==> config.mk <==
export PLATFORM = sky130hd
export DESIGN_NAME = wb_stage
export DESIGN_NICKNAME = d
export VERILOG_FILES = /design/src/rtl/wb_stage.sv
export SDC_FILE = /design/constraint.sdc
export NUM_CORES = 1
export LEC_CHECK = 0
export ABC_AREA = 1
export CELL_PAD_IN_SITES_DETAIL_PLACEMENT = 0
export CELL_PAD_IN_SITES_GLOBAL_PLACEMENT = 1
export CORE_MARGIN = 2
export CORE_UTILIZATION = 41
export CTS_CLUSTER_SIZE = 28
export DETAILED_ROUTE_END_ITERATION = 10
export DONT_BUFFER_PORTS = 1
export PLACE_DENSITY = 0.82
export SKIP_CTS_REPAIR_TIMING = 1
export SYNTH_ARGS = -nofsm -noshare
export SYNTH_HDL_FRONTEND = slang
export SYNTH_SLANG_ARGS = --single-unit
export TNS_END_PERCENT = 20
==> constraint.sdc <==
create_clock -name clk -period 11.6 [get_ports clk]
set_clock_uncertainty 0.15 [all_clocks]
set_input_delay 3.48 -clock clk [delete_from_list [all_inputs] [get_ports clk]]
set_output_delay 3.48 -clock clk [all_outputs]
set_load 0.005 [all_outputs]
==> src/rtl/wb_stage.sv <==
// Writeback stage: MEM/WB pipeline register, load-data extraction and
// writeback select driving the register file port, forwarding bus and retire counter.

module wb_load_align (
   input  logic [63:0] mem_data,
   input  logic [2:0]  funct3,
   input  logic [2:0]  addr_lo,
   output logic [63:0] load_data
);
   logic [63:0] sh;

   // Shift the addressed byte lane down to bit 0, then size and extend it.
   assign sh = mem_data >> {addr_lo, 3'b000};

   always_comb begin
      load_data = sh;
      case (funct3)
         3'b000:  load_data = {{56{sh[7]}},  sh[7:0]};
         3'b001:  load_data = {{48{sh[15]}}, sh[15:0]};
         3'b010:  load_data = {{32{sh[31]}}, sh[31:0]};
         3'b100:  load_data = {56'd0, sh[7:0]};
         3'b101:  load_data = {48'd0, sh[15:0]};
         3'b110:  load_data = {32'd0, sh[31:0]};
         default: load_data = sh;
      endcase
   end
endmodule

module wb_stage (
   input  logic        clk,
   input  logic        reset,
   input  logic        stall,
   input  logic        flush,
   input  logic        in_valid,
   input  logic        in_reg_write,
   input  logic [4:0]  in_rd,
   input  logic [1:0]  in_wb_sel,
   input  logic [2:0]  in_funct3,
   input  logic [2:0]  in_addr_lo,
   input  logic [63:0] in_alu_result,
   input  logic [63:0] in_mem_data,
   input  logic [63:0] in_pc_plus4,
   output logic        reg_write,
   output logic [4:0]  rd,
   output logic [63:0] write_data,
   output logic        misaligned,
   output logic        fwd_valid,
   output logic [4:0]  fwd_rd,
   output logic [63:0] fwd_data,
   output logic [63:0] retired_count
);
   typedef struct packed {
      logic        reg_write;
      logic [4:0]  rd;
      logic [1:0]  wb_sel;
      logic [2:0]  funct3;
      logic [2:0]  addr_lo;
      logic [63:0] alu_result;
      logic [63:0] mem_data;
      logic [63:0] pc_plus4;
   } memwb_t;

   memwb_t      q, d_in;
   logic        valid, done;
   logic        retire;
   logic        is_load;
   logic [63:0] load_data;
   logic [63:0] wb_val;

   assign d_in = '{reg_write:  in_reg_write,
                   rd:         in_rd,
                   wb_sel:     in_wb_sel,
                   funct3:     in_funct3,
                   addr_lo:    in_addr_lo,
                   alu_result: in_alu_result,
                   mem_data:   in_mem_data,
                   pc_plus4:   in_pc_plus4};

   // done marks a held instruction that has already written/retired, so a
   // stall never replays its side effects.
   always_ff @(posedge clk or posedge reset) begin
      if (reset) begin
         valid <= 1'b0;
         done  <= 1'b0;
         q     <= '0;
      end else if (flush) begin
         valid <= 1'b0;
         done  <= 1'b0;
      end else if (stall) begin
         done  <= done | reg_write | (valid & ~done);
      end else begin
         valid <= in_valid;
         done  <= 1'b0;
         q     <= d_in;
      end
   end

   // A flushed instruction may still write this edge but does not count.
   assign retire = valid & ~done & ~flush;

   always_ff @(posedge clk or posedge reset) begin
      if (reset)
         retired_count <= 64'd0;
      else if (retire)
         retired_count <= retired_count + 64'd1;
   end

   wb_load_align u_align (
      .mem_data  (q.mem_data),
      .funct3    (q.funct3),
      .addr_lo   (q.addr_lo),
      .load_data (load_data)
   );

   assign is_load = (q.wb_sel == 2'b01);

   always_comb begin
      misaligned = 1'b0;
      if (valid && is_load) begin
         case (q.funct3[1:0])
            2'b01:   misaligned = q.addr_lo[0];
            2'b10:   misaligned = (q.addr_lo[1:0] != 2'b00);
            2'b11:   misaligned = (q.addr_lo != 3'b000);
            default: misaligned = 1'b0;
         endcase
      end
   end

   always_comb begin
      case (q.wb_sel)
         2'b01:   wb_val = load_data;
         2'b10:   wb_val = q.pc_plus4;
         default: wb_val = q.alu_result;
      endcase
   end

   assign fwd_valid  = valid & q.reg_write & (q.rd != 5'd0) & ~misaligned;
   assign reg_write  = fwd_valid & ~done;
   assign rd         = q.rd;
   assign fwd_rd     = q.rd;
   assign write_data = wb_val;
   assign fwd_data   = wb_val;
endmodule

==> impl_results.rst <==
.. list-table::
   :header-rows: 1

   * - Metric
     - Value
   * - GP Congestion
     - 0.998
   * - Fillcell total
     - 4033
   * - DRC
     - 0
   * - DP Wirelength
     - 42400 um
   * - Buffers added on ports
     - 0
   * - Most used cells in the layout excluding fill and tap cells
     - nand2_1, dfrtp_1, nor2_1
   * - Number of maximum-capacitance violations
     - 0
   * - Asr flop ratio synth
     - 1.00
   * - Antenna-violating nets left
     - 0
   * - Drt wl/cell
     - 21.9 um
   * - Cell repeated most along the worst path
     - nand2_1
   * - DIE WIDTH
     - 202 um
   * - Worst-case setup margin in the final layout
     - 4.18 ns
   * - Most common cell after layout, fill and taps aside
     - nand2_1
   * - Final core utilization
     - 0.435
   * - Standard cell core area
     - 38600 um^2
   * - Highest fanout seen on the critical path
     - 55
   * - Starting density of the core
     - 0.415
   * - Std-Cell Rows
     - 72
   * - Cell at the root of the clock tree
     - clkbuf_16
   * - Final critical delay including setup and external delays
     - 7.42 ns
   * - Cells on worst reg2reg path
     - 12
   * - Reg clk slew, reported paths
     - 0.06 ns
   * - Final Setup Violations
     - 0
   * - Total chip power
     - 0.00298 W
   * - Vias after detailed routing
     - 14.0k
   * - RSZ-0062 raised after global routing
     - false
   * - Class of the most critical hold timing path
     - reg -> reg
   * - H-tree levels
     - 2
   * - Sequence of cells on the critical path
     - buf_4 > nand2_1 > nand3_1 > nand2_1 > nand2_1 > nand3_1 > nand2_2 > o21ai_0 > a21oi_1
   * - Register Area
     - 6810 um^2
   * - Vert. Die Dim
     - 202 um
   * - Synthesis Warnings
     - 0
   * - Fin. Hold Viols
     - 0
   * - Pwr per Cell Area
     - 177 nW/um^2
   * - Total Wirelength
     - 57200 um
   * - Number of synthesized flops with an enable pin
     - 0
   * - Slew of the pin with the lowest slew margin
     - 1.42 ns
   * - Vias in the first global route
     - 13.9k
   * - Worst Path Buf+Inv
     - 1
   * - Logic depth of the worst path, buffers included
     - 9
   * - Initial DRC count
     - 1297
   * - Remaining max-slew budget at the tightest pin
     - 0.0505
   * - Max-slew violation count
     - 0
   * - Number of flip-flops and latches in the synthesized netlist
     - 272
   * - Pin count of the biggest net entering global routing
     - 272
   * - Max frequency
     - 135 MHz
   * - Nature of the critical path startpoint
     - register
   * - Global-route total usage across every layer
     - 0.281
   * - End point of the critical path
     - write_data[63]
   * - I/O pins
     - 416
   * - Remaining global-route overflow
     - 0
   * - Global-route wire length before repair
     - 87000 um
   * - Worst path required time
     - 7.97 ns
   * - Place WS
     - 4.73 ns
   * - TritonCTS clock tree
     - done
   * - Sinks on the clock net
     - 272
   * - Arrival time of the worst setup path
     - 3.79 ns
   * - Clock buffers created by TritonCTS
     - 35
   * - Post-route fraction of the period consumed by the critical path
     - 0.639
   * - Area growth from synthesis to layout
     - 5.01%
   * - Avg Inst Size Synth
     - 7.24 um^2
   * - Latest clock arrival within the worst-skew pair
     - 0.54 ns
   * - Run status
     - finished, final reports clean
   * - Leakage power of the design
     - 7.96 nW
   * - Mapped cell area
     - 16000 um^2
   * - Aggregate negative setup slack
     - 0 ns
   * - Stage delay of the slowest cell on the critical path
     - 0.85 ns
   * - Number of iterations in the first detailed-routing pass
     - 5
   * - FF-to-FF Start
     - done
   * - Worst reg2reg path endpoint
     - retired_count[59]
   * - Type of destination of the critical path
     - output pin
   * - Worst vdd rail ir drop
     - 0.146 mV
   * - Cell type of the slowest stage on the worst timing path
     - dfrtp_2
   * - Worst setup path class
     - reg -> out
   * - Fraction of layout instances using a drive strength above 1
     - 0.0858
   * - Count of mapped cells out of synthesis
     - 2213
   * - Post-synthesis net count
     - 2427
   * - Slack of the worst reg-to-reg path
     - 9.20 ns
   * - Source of the critical timing path
     - q[192]
   * - Count of unique library cells instantiated by Yosys
     - 43
   * - Number of nets at the end of the flow
     - 2287
   * - Detailed-route vias per instance
     - 5.35
   * - Portion of the post-synthesis area used by sequential elements
     - 0.425
   * - Die area
     - 40700 um^2
   * - Antenna violations before repair
     - 7
   * - Area occupied by multi-input gates
     - 7530 um^2
   * - Kind of cell with the highest combined delay on the critical path
     - simple AND/OR/NAND/NOR gates
   * - Most common flop cell mapped by yosys
     - dfrtp_1
   * - Clk buf depth
     - 3
## cell type report
| cell class | count | area share |
|---|---|---|
| clock inverter | 18 | 0.0128 |
| tap | 518 | 0.0385 |
| antenna | 2 | 0.000297 |
| multi-input combinational | 1614 | 0.448 |
| sequential | 272 | 0.405 |
| timing repair buffer | 14 | 0.00699 |
| clock buffer | 44 | 0.0577 |
| inverter | 136 | 0.0314 |
## power by group
| part | switching [W] | internal (W) | total, W |
|---|---|---|---|
| sequential | 0.0000825 | 0.00105 | 0.00113 |
| combinational | 0.000538 | 0.000186 | 0.000725 |
| clock | 0.000436 | 0.000685 | 0.00112 |
| total | 0.00106 | 0.00192 | 0.00298 |
## worst min-delay path by stage
stage / from / to / slack (ns) / cells after the start
global route: q[183] / q[183] / 0.34 / 2
floorplan: q[205] / q[205] / 0.29 / 2
finish: q[65] / q[65] / 0.32 / 2
detailed placement: q[65] / q[65] / 0.31 / 2
CTS: q[65] / q[65] / 0.32 / 2
global placement: q[135] / q[135] / 0.30 / 2
## registers in the layout, indices dropped and copies added, names as in the netlist
name	cells
done	1
fwd_rd	5
q	201
retired_count	64
valid	1
## through the flow
step | cell area, um^2 | hold slack, ns | std cells
floorplan | 16000 | 0.286 | 2213
global placement | 15600 | 0.303 | 2554
detailed placement | 15600 | 0.306 | 2554
CTS | 16800 | 0.321 | 2616
global route | 16800 | 0.341 | 2616
finish | 16800 | 0.317 | 2618
## worst min-delay path: cells and delay by family (launching register included)
| family | cells | cell delay [ns] |
|---|---|---|
| simple gates | 2 | 0.09 |
| flops | 1 | 0.34 |
## routing by layer
metal | share of wire | wire, um | global-route usage | up-vias
met5 | 0.0011 | 62 | 0 | -
met4 | 0.030 | 1730 | 0.0888 | 10
met3 | 0.084 | 4790 | 0.0873 | 94
met2 | 0.50 | 28400 | 0.486 | 555
met1 | 0.39 | 22300 | 0.333 | 6641
li1 | - | - | - | 6705
## synthesized netlist by cell type (8+ instances only)
library cell,instances,share of area
nand2_1,883,0.21
nand3_1,85,0.027
buf_4,80,0.037
clkbuf_1,65,0.015
a21oi_1,134,0.042
inv_1,130,0.030
nor3_1,28,0.0087
buf_6,9,0.0063
o21ai_0,109,0.034
o211ai_1,18,0.0084
o21ai_2,32,0.017
mux2i_1,9,0.0056
nor3_2,8,0.0050
xor2_1,26,0.014
xnor2_1,16,0.0087
dfrtp_1,272,0.42
a31oi_1,8,0.0031
buf_2,28,0.0087
nand4_1,16,0.0062
a21oi_2,31,0.017
nor2_1,146,0.034
o21ai_1,24,0.0075
nor2_2,8,0.0031
## kinds of logic (layout without fill, tap and decap cells)
kind of cell,after synthesis,count (layout),synth area share
compound gates,363,363,0.133
xor+xnor,42,42,0.0230
fa+ha+maj,3,3,0.00234
buf+inv,327,212,0.106
flops,272,272,0.425
mux,9,9,0.00562
other cells,0,2,0
simple gates,1197,1197,0.306
Power figures use the tool's default switching activity.
